$ cat src/rtl/lca_pkg.sv
// Shared definitions for the LM/SM front-end sequencer: opcodes, FSM states,
// micro-op field positions and a small bit helper.
package lca_pkg;

    localparam logic [3:0] LM_OP_C = 4'b0110;
    localparam logic [3:0] SM_OP_C = 4'b0111;

    typedef enum logic {
        IDLE = 1'b0,
        SEQ  = 1'b1
    } seq_state_t;

    // Instruction / micro-op field positions
    localparam int OPC_MSB  = 15;
    localparam int OPC_LSB  = 12;
    localparam int HDR_MSB  = 15;
    localparam int HDR_LSB  = 9;
    localparam int LIST_MSB = 7;
    localparam int UOP_IDX_LSB = 6;

    // x & ~lowbit(x): drop the lowest set bit of a register list
    function automatic logic [7:0] clear_lowbit(input logic [7:0] x);
        return x & (x - 8'd1);
    endfunction

endpackage

$ cat src/rtl/lowbit_encoder.sv
// Finds the lowest set bit of an 8-bit register list: its index, whether
// any bit is set, and the list with that bit removed.
module lowbit_encoder (
    input  logic [7:0] din,
    output logic [2:0] idx,
    output logic       valid,
    output logic [7:0] rest
);
    import lca_pkg::*;

    // Priority scan from the top so the lowest set bit wins
    always_comb begin
        idx = 3'd0;
        for (int i = 7; i >= 0; i--) begin
            if (din[i]) idx = i[2:0];
        end
        valid = |din;
        rest  = clear_lowbit(din);
    end

endmodule

$ cat src/rtl/lm_sm_sequencer.sv
// Expands LM/SM instructions held in IF/ID into one micro-instruction per
// set bit of the register list. The original instruction performs the
// lowest-numbered transfer; the rest are injected into IF/ID while the PC
// is frozen.
module lm_sm_sequencer
    import lca_pkg::*;
#(
    parameter logic [3:0] LM_OPCODE = LM_OP_C,
    parameter logic [3:0] SM_OPCODE = SM_OP_C
) (
    input  logic        clk,
    input  logic        reset,
    input  logic [15:0] if_id_ir,
    input  logic        if_id_valid,
    input  logic        stall_in,
    input  logic        flush_in,
    output logic        ir_load_mux,
    output logic [15:0] new_ir_multi,
    output logic        first_multiple,
    output logic        pc_write,
    output logic        busy
);

    seq_state_t state, state_nxt;
    logic [7:0] rem, rem_nxt;
    logic [6:0] hdr, hdr_nxt;

    logic       is_multi;
    logic       trigger;
    logic [7:0] src;
    logic [6:0] hdr_sel;
    logic [2:0] src_idx;
    logic       src_valid;
    logic [7:0] src_rest;
    logic [15:0] uop;
    logic       ir_unused;

    // IR[8] plays no part in sequencing
    assign ir_unused = if_id_ir[8];

    assign is_multi = (if_id_ir[OPC_MSB:OPC_LSB] == LM_OPCODE) ||
                      (if_id_ir[OPC_MSB:OPC_LSB] == SM_OPCODE);
    assign trigger  = (state == IDLE) && if_id_valid && is_multi &&
                      !stall_in && !flush_in;

    // On trigger the lowest transfer is the instruction already in IF/ID,
    // so generation starts from the list with that bit removed.
    assign src     = trigger ? clear_lowbit(if_id_ir[LIST_MSB:0]) : rem;
    assign hdr_sel = trigger ? if_id_ir[HDR_MSB:HDR_LSB] : hdr;

    lowbit_encoder u_enc (
        .din   (src),
        .idx   (src_idx),
        .valid (src_valid),
        .rest  (src_rest)
    );

    assign uop  = {hdr_sel, src_idx, {UOP_IDX_LSB{1'b0}}};
    assign busy = (state == SEQ);

    // State, remaining list and latched header
    always_ff @(posedge clk) begin
        if (reset) begin
            state <= IDLE;
            rem   <= 8'h00;
            hdr   <= 7'h00;
        end else begin
            state <= state_nxt;
            rem   <= rem_nxt;
            hdr   <= hdr_nxt;
        end
    end

    // Mealy outputs and next-state: flush dominates, stall freezes SEQ
    always_comb begin
        ir_load_mux    = 1'b0;
        pc_write       = 1'b1;
        first_multiple = 1'b0;
        new_ir_multi   = 16'h0000;
        state_nxt      = state;
        rem_nxt        = rem;
        hdr_nxt        = hdr;

        if (flush_in) begin
            state_nxt = IDLE;
            rem_nxt   = 8'h00;
        end else begin
            unique case (state)
                IDLE: begin
                    if (trigger) begin
                        first_multiple = 1'b1;
                        if (src_valid) begin
                            ir_load_mux  = 1'b1;
                            pc_write     = 1'b0;
                            new_ir_multi = uop;
                            state_nxt    = SEQ;
                            rem_nxt      = src_rest;
                            hdr_nxt      = if_id_ir[HDR_MSB:HDR_LSB];
                        end
                    end
                end
                SEQ: begin
                    if (stall_in) begin
                        pc_write = 1'b0;
                    end else if (src_valid) begin
                        ir_load_mux  = 1'b1;
                        pc_write     = 1'b0;
                        new_ir_multi = uop;
                        rem_nxt      = src_rest;
                    end else begin
                        state_nxt = IDLE;
                    end
                end
                default: state_nxt = IDLE;
            endcase
        end
    end

endmodule

$ cat config.mk
export PLATFORM = sky130hd
export DESIGN_NAME = lm_sm_sequencer
export DESIGN_NICKNAME = d
export VERILOG_FILES = /design/src/rtl/lca_pkg.sv /design/src/rtl/lowbit_encoder.sv /design/src/rtl/lm_sm_sequencer.sv
export SDC_FILE = /design/constraint.sdc
export NUM_CORES = 1
export LEC_CHECK = 0
export ABC_AREA = 1
export ABC_CLOCK_PERIOD_IN_PS = 3370
export CAP_MARGIN = 30
export CORE_UTILIZATION = 46
export CTS_CLUSTER_SIZE = 30
export DETAILED_ROUTE_END_ITERATION = 10
export PLACE_DENSITY = 0.8
export SYNTH_ARGS = -nofsm -noshare
export SYNTH_HDL_FRONTEND = slang
export SYNTH_HIERARCHICAL = 1
export SYNTH_SLANG_ARGS = --single-unit
$ cat constraint.sdc
create_clock -name clk -period 3.37 [get_ports clk]
set_clock_uncertainty 0.15 [all_clocks]
set_input_delay 0.5055 -clock clk [delete_from_list [all_inputs] [get_ports clk]]
set_output_delay 0.5055 -clock clk [all_outputs]
set_load 0.005 [all_outputs]
==> impl_metrics.tcl <==
set metrics [dict create \
    ys_types 28 \
    min_period_ns 3.33 \
    place_congestion 0.831 \
    start_kind "primary input" \
    clockBufferDepth 2 \
    p_clk_frac 0.345 \
    track_usage 0.266 \
    sequentialPowerShare 0.483 \
    leakage_nw 1.01 \
    drv_cap 0 \
    path_clk_slew_ns 0.11 \
    rr_startpoint "busy" \
    netlist_area_mm2 0.00126 \
    fmax_mhz 301 \
    start_util 0.497 \
    slew_violations 0 \
    fin_area_mm2 0.00199 \
    switchingPower_mw 0.101 \
    slew_headroom 0.619 \
    async_reset_ff_frac 0 \
    synth-seq-cells 16 \
    clk_latency_ns 0.30 \
    synth_flop_cell "dfxtp_1" \
    hold_ws_ns 0.342 \
    synth.top_cell.area_share 0.253 \
    pin_count 41 \
    ys_top_cells_by_area "dfxtp_1 (25%), nand2_1 (13%), inv_1 (12%)" \
    worst_pin_slew_ns 0.569 \
    worstPathRequired_ns 2.71 \
    cts.sinks 16 \
    routedWlPerCell_um 12.5 \
    row_count 18 \
    die_h_um 54.4 \
    rsz0062_at_grt "yes" \
    reg2reg_slack_ns 0.89 \
    yosysTopAreaCell "dfxtp_1" \
    worst_path_largest_cell_delay_ns 0.47 \
    path_class "in -> out" \
    layout-drive-gt1-share 0.361 \
    switching_share 0.258 \
    viasPerCell 4.79 \
    first_global_vias 1383 \
    antenna_found_initial 0 \
    placed_area_mm2 0.00181 \
    worstPathArrival_ns 2.67 \
    peakVddDrop_v 0.000259 \
    dp_hpwl_um 2400 \
    synthCells 209 \
    wirelength_um 3950 \
    synth_commonest_cells "nand2_1 (43), inv_1 (41), nor2_1 (36)" \
    drc 0 \
    fp.dieArea_mm2 0.00296 \
    p_per_area_mw_per_mm2 197 \
    grt_pass1_wl_um 5570 \
    worst-r2r-cell-count 15 \
    synth_edf_count 0 \
    vias 1508 \
    die-width_um 54.4 \
    io_buffers 33 \
    hold_depth 2 \
    drt_iter0_markers 48 \
    p_int_mw 0.291 \
    crit_path_cell_trace "clkdlybuf4s50_1, nand2_1, nor2_2, nand2_2, buf_6, o31ai_2, buf_4, nor2_4, nand2_4, inv_4, nand2_4, nand3_4, buf_4, nand2_1, nand2_2, dlygate4sd2_1" \
    cts_tree "yes" \
    area_growth_pct 57.6 \
    finalCritPeriodShare 0.987 \
    path_max_fanout 6 \
    hold_path.class "reg -> reg" \
    ant_nets 0 \
    synth_most_common_cell "nand2_1" \
    dp_cells 298 \
    stdcell_count 315 \
    comb_power_share 0.173 \
    r2r-end "hdr[1]" \
    worstHoldStart "rem[5]" \
    cts-root-buf "clkbuf_4" \
    fin_nets 307 \
    cpMaxStageDelayCell "clkdlybuf4s50_1" \
    cts-htree-levels 1 \
    status "complete, no violations" \
    crit_path_end_kind "output pin" \
    diodes 0 \
    syn_avg_cell_area_um2 6.05 \
    core_mm2 0.00254 \
    hold_end "rem[5]" \
    seq_area_frac_synth 0.253 \
    grt_overflow 0 \
    numCtsBuffers 3 \
    synth_warnings 6 \
    drtPass1Iterations 4 \
    hold_viol 0 \
    grt_max_degree 12 \
    setup_viol 0 \
]
[layout by cell type (no fill, tap or decap), drive strengths merged]
| cell type | count |
|---|---|
| o21ai | 15 |
| o22ai | 1 |
| and3 | 1 |
| a21oi | 6 |
| clkbuf | 12 |
| clkdlybuf4s50 | 17 |
| nand3 | 14 |
| buf | 47 |
| a31oi | 1 |
| a21boi | 1 |
| o31ai | 2 |
| inv | 44 |
| conb | 7 |
| dlymetal6s2s | 2 |
| nand2 | 48 |
| dfxtp | 16 |
| dlygate4sd2 | 4 |
| nor3b | 1 |
| nor2 | 45 |
| or2 | 1 |
[stage by stage]
step           utilization  setup WS, ns  power (mW)  TNS, ns
6_report             0.783        0.0423       0.392        0
5_1_grt              0.783       -0.0559       0.405   -0.117
4_1_cts              0.756       -0.0116       0.381  -0.0116
3_5_place_dp         0.709        -0.433       0.251    -4.64
3_3_place_gp         0.709        -0.426       0.250    -4.49
2_1_floorplan            -         0.364       0.220        0
[power groups by stage]
| stage | registers (mW) | clock network [mW] | logic, mW |
|---|---|---|---|
| 2_1_floorplan | 0.193 | 0 | 0.0267 |
| 3_3_place_gp | 0.193 | 0 | 0.0570 |
| 3_5_place_dp | 0.193 | 0 | 0.0574 |
| 4_1_cts | 0.189 | 0.131 | 0.0610 |
| 5_1_grt | 0.189 | 0.142 | 0.0733 |
| 6_report | 0.189 | 0.135 | 0.0677 |
[cell type report]
type,count,area (µm²)
Clock buffer,4,36.3
Fill cell,193,553
Inverter,44,170
Multi-Input combinational cell,143,802
Sequential cell,16,320
Tap cell,30,37.5
Timing Repair Buffer,78,626
[worst max-delay path by stage]
stage | from | to | slack [ns] | cells past startpoint
6_report | if_id_ir[14] | pc_write | 0.04 | 16
5_1_grt | if_id_ir[14] | pc_write | -0.06 | 17
4_1_cts | if_id_ir[13] | new_ir_multi[13] | -0.01 | 17
3_5_place_dp | if_id_ir[4] | pc_write | -0.43 | 15
3_3_place_gp | if_id_ir[4] | pc_write | -0.43 | 15
2_1_floorplan | stall_in | new_ir_multi[14] | 0.36 | 16
[registers in the layout, indices dropped and copies added (netlist names)]
register and cells:
rem 8, hdr 7, busy 1
[timing repair]
item                                    4_1_cts  5_1_grt
gates resized for setup                      35       37
endpoints found under the setup margin       12       12
hold buffers                                  0        0
pin swaps                                     5        7
buffers inserted                              4        9
endpoints found under the hold margin         0        0
[per-layer routing]
layer  global-route usage  wire (µm)
met3               0.0333        199
met2                0.502       2040
met1                0.283       1620
met4                0.137         99
met5                    0          0
[kinds of logic (layout without fill, tap and decap cells)]
logic type	Yosys count	in the layout	share of synthesized area
buf+inv	55	126	0.198
flops	16	16	0.253
simple gates	110	110	0.418
compound gates	26	26	0.125
other cells	2	7	0.00594
[worst max-delay path: cells and delay by family]
family | cells | cell delay [ns]
AO/OA/AOI/OAI | 1 | 0.17
buffers and inverters | 6 | 1.26
AND/OR/NAND/NOR | 9 | 0.73
Note: power is estimated with default switching activity, not from simulation.
